$ cat src/rtl/mod_n_cascade_counter_pkg.sv
// mod_n_cascade_counter_pkg: shared constants and width helper for the cascade counter
package mod_n_cascade_counter_pkg;
  localparam int MOD_MIN = 2;
  localparam int MOD_MAX = 16;
  localparam int DIGITS_MAX = 8;
  function automatic int clog2(input int n);
    int r = 0;
    while ((1 << r) < n) r++;
    return r;
  endfunction
endpackage

$ cat src/rtl/mod_n_digit.sv
// mod_n_digit: one modulo-MOD up/down digit with clamped parallel load and terminal-count flags
module mod_n_digit import mod_n_cascade_counter_pkg::*; #(
  parameter int MOD = 10,
  parameter int W = clog2(MOD)
) (
  input  logic         clk,
  input  logic         rst,
  input  logic         en,
  input  logic         up,
  input  logic         load,
  input  logic [W-1:0] load_val,
  output logic [W-1:0] q,
  output logic         tc_up,
  output logic         tc_dn
);
  localparam logic [W-1:0] TOP = W'(MOD - 1);
  assign tc_up = q == TOP;
  assign tc_dn = q == '0;
  always_ff @(posedge clk)
    if (!rst) q <= '0;
    else if (load) q <= load_val > TOP ? TOP : load_val;
    else if (en) q <= up ? (tc_up ? '0 : q + 1'b1) : (tc_dn ? TOP : q - 1'b1);
endmodule

$ cat src/rtl/mod_n_cascade_counter.sv
// mod_n_cascade_counter: DIGITS cascaded modulo-MOD digits with carry look-ahead, zero detect and wrap pulse
module mod_n_cascade_counter import mod_n_cascade_counter_pkg::*; #(
  parameter int DIGITS = 2,
  parameter int MOD = 10,
  localparam int W = clog2(MOD)
) (
  input  logic              clk,
  input  logic              rst,
  input  logic              en,
  input  logic              up,
  input  logic              load,
  input  logic [DIGITS*W-1:0] load_val,
  output logic [DIGITS*W-1:0] cnt,
  output logic              cr,
  output logic              zero,
  output logic              wrap
);
  if (MOD < MOD_MIN || MOD > MOD_MAX || DIGITS < 1 || DIGITS > DIGITS_MAX) begin : g_bad
    $error("mod_n_cascade_counter: MOD or DIGITS out of range");
  end
  logic [DIGITS-1:0] tc_up, tc_dn;
  logic [DIGITS:0] all_up, all_dn;
  assign all_up[0] = 1'b1;
  assign all_dn[0] = 1'b1;
  for (genvar i = 0; i < DIGITS; i++) begin : g_dig
    mod_n_digit #(.MOD(MOD), .W(W)) u_dig (
      .clk(clk),
      .rst(rst),
      .en(en & (up ? all_up[i] : all_dn[i])),
      .up(up),
      .load(load),
      .load_val(load_val[i*W +: W]),
      .q(cnt[i*W +: W]),
      .tc_up(tc_up[i]),
      .tc_dn(tc_dn[i])
    );
    assign all_up[i+1] = all_up[i] & tc_up[i];
    assign all_dn[i+1] = all_dn[i] & tc_dn[i];
  end
  assign cr = en & (up ? all_up[DIGITS] : all_dn[DIGITS]);
  assign zero = all_dn[DIGITS];
  always_ff @(posedge clk)
    wrap <= rst & ~load & cr;
endmodule

$ cat config.mk
export PLATFORM = sky130hd
export DESIGN_NAME = mod_n_cascade_counter
export DESIGN_NICKNAME = d
export VERILOG_FILES = /design/src/rtl/mod_n_cascade_counter_pkg.sv /design/src/rtl/mod_n_digit.sv /design/src/rtl/mod_n_cascade_counter.sv
export SDC_FILE = /design/constraint.sdc
export NUM_CORES = 1
export LEC_CHECK = 0
export CAP_MARGIN = 0
export CORE_MARGIN = 10
export CORE_UTILIZATION = 50
export CTS_CLUSTER_SIZE = 10
export DETAILED_ROUTE_END_ITERATION = 8
export GPL_TIMING_DRIVEN = 0
export PLACE_DENSITY_LB_ADDON = 0.12
export SLEW_MARGIN = 10
export SYNTH_ARGS = -nofsm -noshare
export SYNTH_HDL_FRONTEND = slang
export SYNTH_SLANG_ARGS = --single-unit
$ cat constraint.sdc
create_clock -name clk -period 3.13 [get_ports clk]
set_input_delay 0.4695 -clock clk [delete_from_list [all_inputs] [get_ports clk]]
set_output_delay 0.4695 -clock clk [all_outputs]
set_load 0.1 [all_outputs]
# Word-level counts from Yosys, hierarchy flattened
# Index checks and enable logic that the tools add are counted.
# classes
order_cmp	2
n_reduce_logical	4
addsub	4
muxes	14
bitwise	7
eq_ne	2
# op_table
op	n
2-to-1 mux 4 bit	12
adder 4 x 1 -> 4 bit, second input constant	2
== test 4 bit, second input constant	2
greater-than comparator 4 bit, second input constant	2
zero test 4 bit	2
subtractor 4 x 1 -> 4 bit, second input constant	2
AND 1 bit	6
nonzero test 2 bit	2
2-to-1 mux 1 bit	2
inverter 1 bit	1
# word_totals
regBits	9
output_inout_bits	11
word_cells	36
input_bits	13

# Longest topological paths before layout
# depth
depth_word	5
depth_mapped	5
depth_no_buf	4

# Modules after synthesis
# A second synthesis with hierarchy kept.
# hier_totals
hier_cells	103
hier_area_um2	818.3
# by_module_without_submodules
module	seq_area_each_um2	n_inst	area_each_um2	cells_each
mod_n_digit	80.1	2	372.9	47
mod_n_cascade_counter	20.0	1	72.6	9

# Least setup slack after synthesis
# OpenSTA, ideal clock, no wires.
# synth_timing
kind	register to output
startpoint	register g_dig[1].u_dig.q[1]
endpoint	output port zero
path_buffers	1
stages_incl_launch_ff	5
t_required_ns	2.660
path_slack_ns	-0.961
t_arrival_ns	3.622
cell_sequence	dfxtp_1 -> buf_6 -> or2_1 -> nor4_1 -> nor3b_1
# synth_via
elab_chain_len	2
# synth_lines
element	line	source
from (decl)	mod_n_digit.sv:12	output logic [W-1:0] q,
from (signal assigned)	mod_n_digit.sv:21	else if (load) q <= load_val > TOP ? TOP : load_val;
from (signal assigned)	mod_n_digit.sv:22	else if (en) q <= up ? (tc_up ? '0 : q + 1'b1) : (tc_dn ? TOP : q - 1'b1);
zero test 4 bit	mod_n_digit.sv:18	assign tc_dn = q == '0;
AND 1 bit	mod_n_cascade_counter.sv:38	assign all_dn[i+1] = all_dn[i] & tc_dn[i];
to (decl)	mod_n_cascade_counter.sv:15	output logic zero,
# No other way between the ends.

# Final worst setup path
# layout_timing
startpoint	input port up
endpoint	output port cr
# layout_via
elab_chain_len	2
# layout_lines
element	line	source
from (decl)	mod_n_cascade_counter.sv:10	input logic up,
2-to-1 mux 1 bit	mod_n_cascade_counter.sv:40	assign cr = en & (up ? all_up[DIGITS] : all_dn[DIGITS]);
AND 1 bit	mod_n_cascade_counter.sv:40	
to (decl)	mod_n_cascade_counter.sv:14	output logic cr,
# No other way between the ends.

==> out/metrics.cfg <==
[sta]
fin_skew_ps=3.52
relSlewSlack=0.332
hold_viol_final=0
post-route-min-period_ps=2710
fmax_mhz=369
worst_pin_slew_ps=999
slew_violations=0
rsz0062_at_grt=no
timing.final.crit_share=0.865
setup_violations=0

[cts]
cts_setup_buffers=0
clk_path_buf_depth=2
cts_buffers=3
cts.htree.levels=1
cts_root_buf=clkbuf_4
cts_sinks=9
insertion_delay_ps=270
clk_pin_slew_ps=70
cts_tree=done

[power]
comb_power_share=0.486
p_sw_frac=0.456
leakage_uw=0.000434
seqPwrFrac=0.291
ir_worst_vdd_uv=267
switchingPower_uw=206
clockPowerShare=0.222
pwr_density_cell_nw_per_um2=405
p_int_uw=246

[setup_path]
path_class=input port to output port
worst_setup_path_end_kind=output port
worstPathArrival_ps=2240
start_kind=input port
path_max_fanout=10
critPathRequiredTime_ps=2660

[synthesis]
syn_nets=122
synth_seq_area_share=0.214
synth_ff_type=dfxtp_1
ys_warn_count=0
synth_edf_count=0
netlist_area_um2=842
netlist-cell-type-count=44
syn_avg_cell_area_um2=7.73
synthCells=109
synthArstFlopShare=0
synth_seq_cells=9

[global_route]
gr-total-overflow=0
antenna_found_initial=0
grtUsageTotal=0.126
grt_max_degree=11
grt_pass1_wl_um=3680
grt_pass1_vias=816

[route]
first_iter_violations=55
vias=963
drc=1
firstDrtPassIters=6
wl_um=2330
ant_nets=0
via_per_inst=6.38
wire_per_inst_um=15.4

[placed_design]
hpwl_um=1740
portBuffers=22
dpl_cell_area_um2=1090
placed_cells=147
place_congestion=0.827

[outcome]
status=finished, violations left
failed_checks=DRC

[finish]
stdcell_count=151
multiInputGateArea_um2=568
final_layout_size_suffix_gt1_frac=0.185
area_growth_pct=32.2
fill_cells=136
finalInstanceArea_um2=1110
regArea_um2=180
fin_nets=149
diodes=0

[run]
cap_violations=0

[floorplanning]
dieWidth_um=61.0
core_area_um2=1540
io_pins=24
rows=14
fp.dieH_um=61.0
die_area_um2=3730
start_util=0.546

[min_path]
hp-class=input port to register

==> worst max-delay path: stages <==
cell and delay, ps:
clkdlybuf4s50_1 620, buf_6 190, nand2_1 80, nor4_2 210, a21oi_1 100, nor2_2 100
clkbuf_2 460
==> metrics by stage <==
stage,util,TNS [ps],total power [uW],worst slack (ps),hold slack (ps)
floorplan,-,0,297,25.6,633
global placement,0.707,-212,349,-212,600
detailed placement,0.707,-236,353,-236,611
CTS,0.723,0,451,22.5,603
global route,0.722,0,469,312,644
finish,0.722,0,451,423,611
==> cell usage in the layout, fill, tap and decap left out, types with 2 or more instances in the layout <==
| cell | instances |
|---|---|
| clkdlybuf4s50_1 | 20 |
| o21ai_0 | 10 |
| dfxtp_1 | 9 |
| nand2_1 | 7 |
| a21oi_1 | 6 |
| buf_6 | 5 |
| nor2_1 | 5 |
| inv_1 | 4 |
| a31oi_1 | 4 |
| o21ai_1 | 4 |
| buf_2 | 3 |
| o21a_1 | 3 |
| xnor2_1 | 3 |
| and3_1 | 3 |
| clkbuf_4 | 3 |
| or2_1 | 2 |
| nor3b_2 | 2 |
| nor4_2 | 2 |
| nand3_1 | 2 |
| nor3_2 | 2 |
| o21ai_2 | 2 |
| a211o_1 | 2 |
| nor2b_1 | 2 |
| and3b_1 | 2 |
| nand3b_1 | 2 |
| nor3_1 | 2 |
| a211oi_1 | 2 |
==> sequential cells by signal (all words and copies together) (netlist names) <==
signal / count
g_dig.u_dig.q: 8
wrap: 1
==> final timing paths <==
check	startpoint	to	slack (ps)	depth (start not counted)
setup / recovery	up	cr	420	7
hold / removal	rst	g_dig[1].u_dig.q[0]	610	2
setup reg to reg	g_dig[1].u_dig.q[0]	g_dig[1].u_dig.q[1]	1730	5
hold reg to reg	g_dig[1].u_dig.q[3]	g_dig[1].u_dig.q[3]	630	2
==> final cells by class <==
class | instances | area share
Multi-Input combinational cell | 85 | 0.510
Timing Repair Buffer | 22 | 0.196
Sequential cell | 9 | 0.162
Buffer | 10 | 0.0742
Clock buffer | 4 | 0.0236
Tap cell | 16 | 0.0180
Inverter | 5 | 0.0169
==> what timing repair did <==
| item | in CTS | in global routing |
|---|---|---|
| resized for setup | 1 | 3 |
| endpoints found under the setup margin | 1 | 2 |
| hold buffers | 0 | 0 |
==> kinds of logic after synthesis <==
kind of cell	after synthesis	synth area share
AO/OA/AOI/OAI	41	0.317
buffers and inverters	15	0.120
AND/OR/NAND/NOR	40	0.306
flip-flops	9	0.214
multiplexers	1	0.0119
XOR/XNOR	3	0.0312
==> synth_stat cells (2+ instances only) <==
cell type	n	area [um2]
o21ai_0	10	50.1
o21ai_1	4	20.0
a31oi_1	4	25.0
a211oi_1	2	15.0
buf_6	5	56.3
inv_1	4	15.0
o21ai_2	2	17.5
xnor2_1	3	26.3
o21a_1	3	22.5
nand3_1	2	10.0
and3_1	3	18.8
nor3_1	2	10.0
and3b_1	2	17.5
nand2_1	7	26.3
or2_1	2	12.5
nor3_2	2	20.0
nor2_1	6	22.5
nand3b_1	2	15.0
nor2b_1	2	12.5
a21oi_1	6	30.0
a211o_1	2	17.5
nor4_2	2	25.0
buf_2	3	15.0
dfxtp_1	9	180
==> routing by layer <==
| metal | vias to the layer above | GRT usage | wire length (um) |
|---|---|---|---|
| met3 | 7 | 0.0432 | 260 |
| met2 | 58 | 0.182 | 1010 |
| met4 | 0 | 0.0627 | 37 |
| met5 | - | 0 | 0 |
| li1 | 461 | - | - |
| met1 | 437 | 0.162 | 1020 |
==> power groups by stage <==
| stage | registers [uW] | logic [uW] | clock network [uW] |
|---|---|---|---|
| finish | 132 | 220 | 100 |
| global route | 132 | 232 | 104 |
| CTS | 131 | 220 | 99.8 |
| detailed placement | 134 | 219 | 0 |
| global placement | 133 | 216 | 0 |
| floorplan | 195 | 103 | 0 |
(Power assumes the default switching activity.)
